## config.mk

```make
export PLATFORM = sky130hd
export DESIGN_NAME = note_sequencer
export DESIGN_NICKNAME = d
export VERILOG_FILES = /design/src/rtl/note_pkg.sv /design/src/rtl/note_rom.sv /design/src/rtl/note_sequencer.sv
export SDC_FILE = /design/constraint.sdc
export NUM_CORES = 1
export LEC_CHECK = 0
export BUFFER_PORTS_ARGS = -buffer_cell sky130_fd_sc_hd__buf_2
export CAP_MARGIN = 15
export CORE_ASPECT_RATIO = 1.1
export CORE_MARGIN = 1.5
export CORE_UTILIZATION = 55
export CTS_CLUSTER_SIZE = 12
export DETAILED_ROUTE_END_ITERATION = 8
export GPL_ROUTABILITY_DRIVEN = 0
export HOLD_SLACK_MARGIN = 0.02
export PLACE_DENSITY = 0.75
export SYNTH_ARGS = -nofsm -noshare
export SYNTH_HDL_FRONTEND = slang
export SYNTH_HIERARCHICAL = 1
export SYNTH_SLANG_ARGS = --single-unit
export TNS_END_PERCENT = 1
```

## constraint.sdc

```tcl
create_clock -name clk_in -period 2.1 [get_ports clk_in]
set_input_delay 0.21 -clock clk_in [delete_from_list [all_inputs] [get_ports clk_in]]
set_output_delay 0.21 -clock clk_in [all_outputs]
set_load 0.01 [all_outputs]
```

## src/rtl/note_pkg.sv

```systemverilog
`default_nettype none
// ============================================================================
//  Module      : note_pkg
//  Description : Shared types, field widths, FSM encoding and pitch table
//                for the note sequencer.
//  Revision    : 1.0
// ============================================================================
package note_pkg;

    localparam int PITCH_W = 5;
    localparam int DUR_W   = 4;
    localparam int ENTRY_W = PITCH_W + DUR_W;
    localparam int HP_W    = 18;
    localparam int STATE_W = 3;

    typedef logic [STATE_W-1:0] state_t;

    localparam logic [STATE_W-1:0] ST_IDLE  = 3'd0;
    localparam logic [STATE_W-1:0] ST_FETCH = 3'd1;
    localparam logic [STATE_W-1:0] ST_PLAY  = 3'd2;
    localparam logic [STATE_W-1:0] ST_GAP   = 3'd3;
    localparam logic [STATE_W-1:0] ST_DONE  = 3'd4;

    typedef struct packed {
        logic [PITCH_W-1:0] pitch;
        logic [DUR_W-1:0]   dur;
    } entry_t;

    // Equal-tempered half-periods at 100 MHz; code 1 = C4, code 10 = A4, code 0 = rest.
    localparam logic [HP_W-1:0] PITCH_LUT [32] = '{
        18'd0,      18'd191113, 18'd180386, 18'd170262,
        18'd160706, 18'd151686, 18'd143173, 18'd135137,
        18'd127553, 18'd120394, 18'd113636, 18'd107258,
        18'd101238, 18'd95556,  18'd90193,  18'd85131,
        18'd80353,  18'd75843,  18'd71586,  18'd67569,
        18'd63776,  18'd60197,  18'd56818,  18'd53629,
        18'd50619,  18'd47778,  18'd45097,  18'd42566,
        18'd40177,  18'd37922,  18'd35793,  18'd33784
    };

endpackage
`default_nettype wire

```

## src/rtl/note_rom.sv

```systemverilog
`default_nettype none
// ============================================================================
//  Module      : note_rom
//  Description : Song storage, ROM_DEPTH x 9-bit entries, one-cycle read.
//  Revision    : 1.0
// ============================================================================
module note_rom
    import note_pkg::*;
#(
    parameter int                           ROM_DEPTH = 64,
    parameter int                           ADDR_W    = (ROM_DEPTH > 1) ? $clog2(ROM_DEPTH) : 1,
    parameter logic [ROM_DEPTH*ENTRY_W-1:0] SONG      = '0
) (
    input  logic              clk_in,
    input  logic [ADDR_W-1:0] addr,
    output entry_t            rdata
);

    entry_t rom_words [ROM_DEPTH];
    entry_t rdata_d;
    entry_t rdata_q;

    genvar gi;
    generate
        for (gi = 0; gi < ROM_DEPTH; gi++) begin : g_rom
            assign rom_words[gi] = SONG[gi*ENTRY_W +: ENTRY_W];
        end
    endgenerate

    always_comb begin
        rdata_d = rom_words[addr];
    end

    always_ff @(posedge clk_in) begin
        rdata_q <= rdata_d;
    end

    assign rdata = rdata_q;

endmodule
`default_nettype wire

```

## src/rtl/note_sequencer.sv

```systemverilog
`default_nettype none
// ============================================================================
//  Module      : note_sequencer
//  Description : Steps through a song ROM on beat ticks and drives a tone
//                divider with per-note half-periods.
//  Revision    : 1.0
// ============================================================================
module note_sequencer
    import note_pkg::*;
#(
    parameter int                           ROM_DEPTH = 64,
    parameter bit                           LOOP      = 1'b0,
    parameter logic [ROM_DEPTH*ENTRY_W-1:0] SONG      = '0,
    localparam int                          ADDR_W    = (ROM_DEPTH > 1) ? $clog2(ROM_DEPTH) : 1
) (
    input  logic              clk_in,
    input  logic              rst_n,
    input  logic              beat_tick,
    input  logic              play,
    input  logic              stop,
    output logic [HP_W-1:0]   tone_half_period,
    output logic              tone_en,
    output logic [ADDR_W-1:0] note_idx,
    output logic              busy,
    output logic              done
);

    localparam logic [ADDR_W-1:0] LAST_IDX = ADDR_W'(ROM_DEPTH - 1);

    state_t             state_d,    state_q;
    logic               fetch_ph_d, fetch_ph_q;
    logic [ADDR_W-1:0]  note_idx_d, note_idx_q;
    logic [PITCH_W-1:0] pitch_d,    pitch_q;
    logic [DUR_W-1:0]   dur_d,      dur_q;
    logic [DUR_W-1:0]   beat_cnt_d, beat_cnt_q;
    logic [HP_W-1:0]    tone_half_period_d, tone_half_period_q;
    logic               tone_en_d,  tone_en_q;
    logic               busy_d,     busy_q;
    logic               done_d,     done_q;
    entry_t             rom_data;

    note_rom #(
        .ROM_DEPTH (ROM_DEPTH),
        .ADDR_W    (ADDR_W),
        .SONG      (SONG)
    ) u_rom (
        .clk_in (clk_in),
        .addr   (note_idx_q),
        .rdata  (rom_data)
    );

    always_comb begin
        state_d            = state_q;
        fetch_ph_d         = fetch_ph_q;
        note_idx_d         = note_idx_q;
        pitch_d            = pitch_q;
        dur_d              = dur_q;
        beat_cnt_d         = beat_cnt_q;
        tone_half_period_d = tone_half_period_q;

        if (stop) begin
            state_d = ST_IDLE;
        end else begin
            case (state_q)
                ST_IDLE, ST_DONE: begin
                    if (play) begin
                        state_d    = ST_FETCH;
                        note_idx_d = '0;
                        fetch_ph_d = 1'b0;
                    end
                end
                ST_FETCH: begin
                    // First cycle presents the address; the ROM word is valid in the second.
                    if (!fetch_ph_q) begin
                        fetch_ph_d = 1'b1;
                    end else begin
                        fetch_ph_d = 1'b0;
                        pitch_d    = rom_data.pitch;
                        dur_d      = rom_data.dur;
                        if (rom_data.dur == '0) begin
                            if (LOOP) begin
                                note_idx_d = '0;
                            end else begin
                                state_d = ST_DONE;
                            end
                        end else begin
                            state_d            = ST_PLAY;
                            beat_cnt_d         = '0;
                            tone_half_period_d = PITCH_LUT[rom_data.pitch];
                        end
                    end
                end
                ST_PLAY: begin
                    if (beat_tick) begin
                        beat_cnt_d = beat_cnt_q + 1'b1;
                        if (beat_cnt_q == dur_q - 1'b1) begin
                            state_d = ST_GAP;
                        end
                    end
                end
                ST_GAP: begin
                    if (beat_tick) begin
                        fetch_ph_d = 1'b0;
                        if (note_idx_q == LAST_IDX) begin
                            if (LOOP) begin
                                note_idx_d = '0;
                                state_d    = ST_FETCH;
                            end else begin
                                state_d = ST_DONE;
                            end
                        end else begin
                            note_idx_d = note_idx_q + 1'b1;
                            state_d    = ST_FETCH;
                        end
                    end
                end
                default: begin
                    state_d = ST_IDLE;
                end
            endcase
        end

        // Outputs are decoded from the next state so they change only on the clock edge.
        tone_en_d = (state_d == ST_PLAY) && (pitch_d != '0);
        busy_d    = (state_d == ST_FETCH) || (state_d == ST_PLAY) || (state_d == ST_GAP);
        done_d    = (state_d == ST_DONE);
    end

    always_ff @(posedge clk_in or negedge rst_n) begin
        if (!rst_n) begin
            state_q            <= ST_IDLE;
            fetch_ph_q         <= 1'b0;
            note_idx_q         <= '0;
            pitch_q            <= '0;
            dur_q              <= '0;
            beat_cnt_q         <= '0;
            tone_half_period_q <= '0;
            tone_en_q          <= 1'b0;
            busy_q             <= 1'b0;
            done_q             <= 1'b0;
        end else begin
            state_q            <= state_d;
            fetch_ph_q         <= fetch_ph_d;
            note_idx_q         <= note_idx_d;
            pitch_q            <= pitch_d;
            dur_q              <= dur_d;
            beat_cnt_q         <= beat_cnt_d;
            tone_half_period_q <= tone_half_period_d;
            tone_en_q          <= tone_en_d;
            busy_q             <= busy_d;
            done_q             <= done_d;
        end
    end

    assign tone_half_period = tone_half_period_q;
    assign tone_en          = tone_en_q;
    assign note_idx         = note_idx_q;
    assign busy             = busy_q;
    assign done             = done_q;

endmodule
`default_nettype wire
```

==> run_results.csv, run 1 <==
group,metric,value,unit
setup_path,cp.arrival,2060,ps
logic_synthesis,async_reset_ff_frac,1.00,
floorplan,die_h,81.3,µm
logic_synthesis,synthTopCellsByArea,"dfrtp_1 (36%), o21ai_0 (5.6%), nand2_1 (5.5%), ha_1 (5.3%), mux4_2 (4.4%)",
clocking,cts-root-buf,"clkbuf_8",
run_status,status,"finished, final reports clean",
power,ir_drop,418,µV
logic_synthesis,ys_types,61,
clocking,h-tree-depth,2,
timing,timing.final.crit_period,1880,ps
cells_and_area,layout.nets,376,
floorplan,io_pins,32,
setup_path,cp_max_fo,5,
placement,dp.cells,425,
timing,max_slew.worst_pin.slew,1220,ps
clocking,postCtsSetupRepairBufs,0,
logic_synthesis,synth-edff-count,0,
setup_path,endpoint_kind,"flop",
timing,hold_ws,300,ps
power,leakagePower,0.00153,µW
drt,antenna_left,0,
grt,grt_max_degree,44,
logic_synthesis,synth_seq_cells,44,
drt,drt_iter0_markers,162,
drt,routedWlPerCell,15.3,µm
timing,setup_violations,0,
hold_path,hold_class,"in -> reg",
setup_path,startpoint,"note_idx[0]",
cells_and_area,fillers,494,
clocking,cts.sinks,44,
logic_synthesis,yosysTopAreaCell,"dfrtp_1",
floorplan,fp-row-count,28,
timing,hold_viol,0,
cells_and_area,area_delta_synth_final,8.41,%
logic_synthesis,synth.top_cells.by_count,"nand2_1 (45), dfrtp_1 (44), o21ai_0 (34)",
logic_synthesis,synth-seq-area-share,0.359,
power,p_total,3010,µW
run,max_cap_viol_count,0,
cells_and_area,final_layout_size_suffix_gt1_frac,0.162,
setup_path,worstReg2RegStart,"note_idx[0]",
setup_path,cp-start-kind,"flop",
logic_synthesis,ys.flop_type,"dfrtp_1",
timing,timing.final.crit_share,0.893,
grt,grt_pass1_vias,2326,
placement,port_buffers,31,
timing,rsz0062_at_grt,"no",
timing,final-max-slew-violation-count,0,
logic_synthesis,yosys.cell_count.top_type,"nand2_1",
grt,antenna_found_initial,0,
hold_path,min_delay_path_depth,3,
floorplan,coreArea,0.00536,mm²
drt,dr_total_vias,2568,
clocking,clk_latency,290,ps
hold_path,min_from,"beat_tick",
floorplan,initial_core_util,0.571,
clocking,cts_tree,"done",
setup_path,slowest_delay,470,ps
setup_path,path_cells,"ha_1 > and4_1 > a211oi_1 > o22ai_1 > a22o_1",
grt,grtUsageTotal,0.236,
floorplan,die_x,74.2,µm
setup_path,rr_worst_depth,5,
drt,via_per_inst,5.92,
floorplan,die-area,0.00603,mm²
power,p_per_area,906,mW/mm²
logic_synthesis,synth.top_cell.area_share,0.359,
clocking,clk_pin_slew,80,ps
setup_path,path_class,"reg -> reg",
grt,grt_pass1_wl,11000,µm
timing,relSlewSlack,0.182,
grt,overflow,0,
setup_path,crit_slowest_cell,"a211oi_1",
logic_synthesis,yosys_warnings,6,
logic_synthesis,netlist_instances,340,
drt,routed_wirelength,6660,µm
placement,hpwl,4810,µm
timing,fmax,533,MHz
clocking,cts_buffer_depth,2,
drt,drc,0,
clocking,cts_buffers,5,
cells_and_area,final_cells,434,
logic_synthesis,avgSynthCellArea,9.01,µm²
drt,dr.pass1.iters,4,
timing,finClkSkew,4.65,ps
logic_synthesis,netlist_area,0.00306,mm²
setup_path,cp_data_required_time,2290,ps
cells_and_area,fin_util,0.620,
cells_and_area,antennaDiodeCount,0,
timing,fin_setup_tns,0,ps
==> critical path, delay by kind of cell, from the launching register on <==
kind            cells  cell delay (ps)
fa+ha+maj           1              250
compound gates      3              900
flops               1              430
simple gates        1              190
==> layout by cell type (no fill, tap or decap), drive strengths merged, types with 3 or more instances in the layout <==
cell,instances
and3,3
nor3b,3
buf,35
mux4,6
conb,9
nand3b,3
mux2i,5
clkbuf,5
nand2b,12
nor2b,10
xor2,4
nand2,45
mux2,6
nand4,6
inv,10
a21oi,7
a211oi,5
nor3,4
ha,13
dfrtp,44
o21ai,34
o311a,4
a21o,4
a221oi,3
a311oi,3
nor2,14
o31ai,5
nand3,9
a31oi,5
==> kinds of logic (layout without fill, tap and decap cells) <==
kind of cell,after synthesis,in the layout,synth area share
AND/OR/NAND/NOR,119,119,0.199
AO/OA/AOI/OAI,97,97,0.219
flip-flops,44,44,0.359
buffers and inverters,43,54,0.0686
multiplexers,17,17,0.0825
adder cells (fa/ha/maj),13,13,0.0531
XOR/XNOR,6,6,0.0172
other,1,9,0.00122
==> power by group <==
| group | switching [µW] | internal, µW |
|---|---|---|
| clock | 288 | 352 |
| sequential | 184 | 1120 |
| combinational | 585 | 480 |
| total | 1060 | 1950 |
==> area by class of cell <==
class	count	area, µm²	share of cell area
inverter	10	37.5	0.0113
clock buffer	5	68.8	0.0207
multi-input combinational	261	1780	0.537
timing repair buffer	36	195	0.0588
tap	75	93.8	0.0283
sequential	44	1100	0.332
clock inverter	3	42.5	0.0128
==> state kept, by name, indices dropped and copies added (netlist names) <==
register	cells
state_q	3
beat_cnt_q	4
done	1
tone_en	1
dur_q	4
tone_half_period	18
note_idx	6
fetch_ph_q	1
busy	1
pitch_q	5
==> repair_timing <==
action                     4_1_cts  5_1_grt
resized for setup                0        0
hold buffers                     1        0
hold endpoints to repair        11        0
setup endpoints to repair        0        0
==> per-stage QoR <==
stage | worst slack, ps | cell area [µm²]
2_1_floorplan | 349 | 3090
3_3_place_gp | 329 | 3200
3_5_place_dp | 265 | 3200
4_1_cts | 252 | 3320
5_1_grt | 68.9 | 3320
6_report | 225 | 3320
==> routing by layer <==
| metal | GRT usage | up-vias | part of all wire | routed length, µm |
|---|---|---|---|---|
| li1 | - | 1266 | - | - |
| met1 | 0.307 | 1217 | 0.43 | 2880 |
| met2 | 0.408 | 74 | 0.51 | 3410 |
| met3 | 0.0261 | 11 | 0.037 | 244 |
| met4 | 0.0759 | 0 | 0.017 | 116 |
| met5 | 0 | - | 0 | 0 |
==> worst paths after layout <==
| check | endpoint | slack, ps |
|---|---|---|
| min in group asynchronous | tone_half_period[3] | 320 |
| max in group asynchronous | tone_half_period[1] | 1250 |
| worst min-delay path | state_q[0] | 300 |
| worst max-delay path | note_idx[2] | 220 |
| worst min register to register | tone_half_period[3] | 480 |
| worst max register to register | note_idx[2] | 220 |
Note: power is estimated with default switching activity, not from simulation.
==> run 2: changes to the inputs <==
--- a/config.mk
+++ b/config.mk
@@ -5,6 +5,7 @@
 export SDC_FILE = /design/constraint.sdc
 export NUM_CORES = 1
 export LEC_CHECK = 0
+export ABC_AREA = 1
 export BUFFER_PORTS_ARGS = -buffer_cell sky130_fd_sc_hd__buf_2
 export CAP_MARGIN = 15
 export CORE_ASPECT_RATIO = 1.1
==> run_results.csv, run 2 <==
group,metric,value,unit
power,switchingPower,1130,µW
drt,drt_iter0_markers,207,
setup_path,endpoint_kind,"flop",
logic_synthesis,avgSynthCellArea,6.97,µm²
hold_path,min_delay_path_depth,2,
timing,final-max-slew-violation-count,0,
clocking,cts-root-buf,"clkbuf_8",
logic_synthesis,yosys.cell_count.top_type,"nand2_1",
drt,dr.pass1.iters,5,
cells_and_area,antennaDiodeCount,0,
hold_path,hold_class,"in -> reg",
cells_and_area,regArea,0.00110,mm²
timing,fin_setup_tns,0,ps
placement,dpl-instance-area,0.00316,mm²
power,power_frac_comb,0.351,
clocking,cts_buffers,5,
timing,hold_viol,0,
setup_path,slowest_delay,450,ps
timing,fmax,605,MHz
timing,hold_ws,176,ps
floorplan,die_h,80.7,µm
logic_synthesis,ys_types,35,
setup_path,cp-start-kind,"flop",
grt,overflow,0,
logic_synthesis,synth_seq_cells,44,
logic_synthesis,async_reset_ff_frac,1.00,
power,seqPwrFrac,0.418,
grt,grt_pass1_vias,2631,
timing,finClkSkew,14.9,ps
power,p_int,1900,µW
timing,timing.final.crit_share,0.788,
floorplan,fp-row-count,28,
setup_path,path_cells,"ha_1 > nand3_1 > nor2_1 > nor2_4 > o21ai_2 > inv_2 > nand2_1 > o21ai_1",
clocking,cts_buffer_depth,2,
drt,routedWlPerCell,12.8,µm
run_status,status,"finished, final reports clean",
cells_and_area,final_layout_size_suffix_gt1_frac,0.131,
drt,dr_total_vias,2836,
setup_path,path_class,"reg -> reg",
floorplan,coreArea,0.00533,mm²
placement,place_ws,484,ps
clocking,cts_resized,0,
grt,grt_max_degree,34,
cells_and_area,final_common_cell,"nand2_1",
clocking,clk_latency,310,ps
logic_synthesis,netlist_area,0.00302,mm²
setup_path,cp.arrival,1860,ps
drt,antenna_left,0,
grt,grt_pass1_wl,11500,µm
logic_synthesis,synth.top_cell.area_share,0.365,
cells_and_area,layout.nets,476,
power,switching_share,0.372,
power,pwr-share-clk,0.231,
cells_and_area,largest_reg_flops,18,
floorplan,initial_core_util,0.567,
setup_path,worst-path-buf-inv,1,
setup_path,cp_top_family,"flip-flops",
logic_synthesis,synth-edff-count,0,
setup_path,cp_max_fo,8,
cells_and_area,multi_input_area,0.00164,mm²
floorplan,die-area,0.00594,mm²
timing,setup_violations,0,
clocking,h-tree-depth,2,
setup_path,crit_slowest_cell,"dfrtp_1",
power,leakagePower,0.00174,µW
clocking,clk_pin_slew,90,ps
setup_path,rr_worst_depth,8,
logic_synthesis,synthTopCellsByArea,"dfrtp_1 (36%), nand2_1 (17%), nand3_1 (7.3%), ha_1 (5.4%), nor2_1 (5.2%)",
clocking,cts.sinks,44,
grt,grtUsageTotal,0.249,
floorplan,io_pins,32,
power,p_total,3020,µW
run,max_cap_viol_count,0,
timing,rsz0062_at_grt,"no",
drt,drc,0,
placement,port_buffers,31,
cells_and_area,area_delta_synth_final,9.20,%
logic_synthesis,synth.top_cells.by_count,"nand2_1 (136), dfrtp_1 (44), nand3_1 (44)",
floorplan,die_x,73.6,µm
setup_path,path_depth,8,
setup_path,cp_data_required_time,2300,ps
cells_and_area,fin_area,0.00330,mm²
cells_and_area,layout_common_cells,"nand2_1 (136), nand3_1 (44), dfrtp_1 (44), nor2_1 (42), inv_1 (38)",
drt,routed_wirelength,6860,µm
clocking,cts_tree,"done",
logic_synthesis,synth-seq-area-share,0.365,
logic_synthesis,yosysTopAreaCell,"dfrtp_1",
logic_synthesis,ys.flop_type,"dfrtp_1",
power,p_per_area,917,mW/mm²
timing,post-route-worst-setup-slack,446,ps
timing,timing.final.crit_period,1650,ps
cells_and_area,fillers,508,
logic_synthesis,yosys_warnings,6,
drt,via_per_inst,5.31,
logic_synthesis,netlist_instances,433,
grt,antenna_found_initial,0,
power,ir_drop,632,µV
placement,hpwl,4990,µm
-- run 2: worst reg2reg max path, stage by stage, from the launching register on --
cell,delay [ps]
dfrtp_1,450
ha_1,210
nand3_1,90
nor2_1,230
nor2_4,60
o21ai_2,280
inv_2,110
nand2_1,70
o21ai_1,50
-- run 2: power by group through the flow --
stage | combinational [µW] | sequential, µW | clock (µW)
6_report | 1060 | 1260 | 699
5_1_grt | 1210 | 1300 | 736
4_1_cts | 1020 | 1270 | 705
3_5_place_dp | 1010 | 1280 | 0
3_3_place_gp | 987 | 1280 | 0
2_1_floorplan | 657 | 1340 | 0
-- run 2: cells by family after synthesis --
group / after synthesis / share of synthesized area
xor gates and xnor gates: 2 / 0.00581
DFF: 44 / 0.365
AOI/OAI and AO/OA: 67 / 0.124
adders and majority gates: 13 / 0.0539
buffers and inverters: 67 / 0.101
other: 1 / 0.00124
and+or+nand+nor: 239 / 0.349
-- run 2: layout make-up --
cell class | instances | area share
Clock buffer | 6 | 0.0251
Clock inverter | 2 | 0.0118
Inverter | 44 | 0.0501
Multi-Input combinational cell | 330 | 0.498
Sequential cell | 44 | 0.334
Tap cell | 75 | 0.0285
Timing Repair Buffer | 33 | 0.0524
-- run 2: timing repair --
item | in CTS | in global routing
endpoints found under the hold margin | 11 | 0
hold buffers | 1 | 0
setup endpoints to repair | 0 | 0
buffers inserted | 0 | 0
-- run 2: path summary, 6_finish.rpt --
kind / from / to / slack, ps
max: note_idx[0] / note_idx[4] / 450
min in group asynchronous: rst_n / note_idx[5] / 290
min: stop / state_q[1] / 180
max in group asynchronous: rst_n / pitch_q[1] / 1110
min reg2reg: tone_half_period[5] / tone_half_period[5] / 480
max reg2reg: note_idx[0] / note_idx[4] / 450
-- run 2: metrics by stage --
stage / instances / util
2_1_floorplan: 441 / -
5_1_grt: 534 / 0.619
4_1_cts: 534 / 0.619
3_5_place_dp: 525 / 0.594
3_3_place_gp: 525 / 0.594
6_report: 534 / 0.619
-- run 2: routing by layer --
layer	wire (µm)	vias to the layer above	track usage	part of all wire
met5	0	-	0	0
li1	-	1436	-	-
met2	3430	112	0.419	0.50
met1	2960	1270	0.314	0.43
met3	318	18	0.0402	0.046
met4	150	0	0.104	0.022
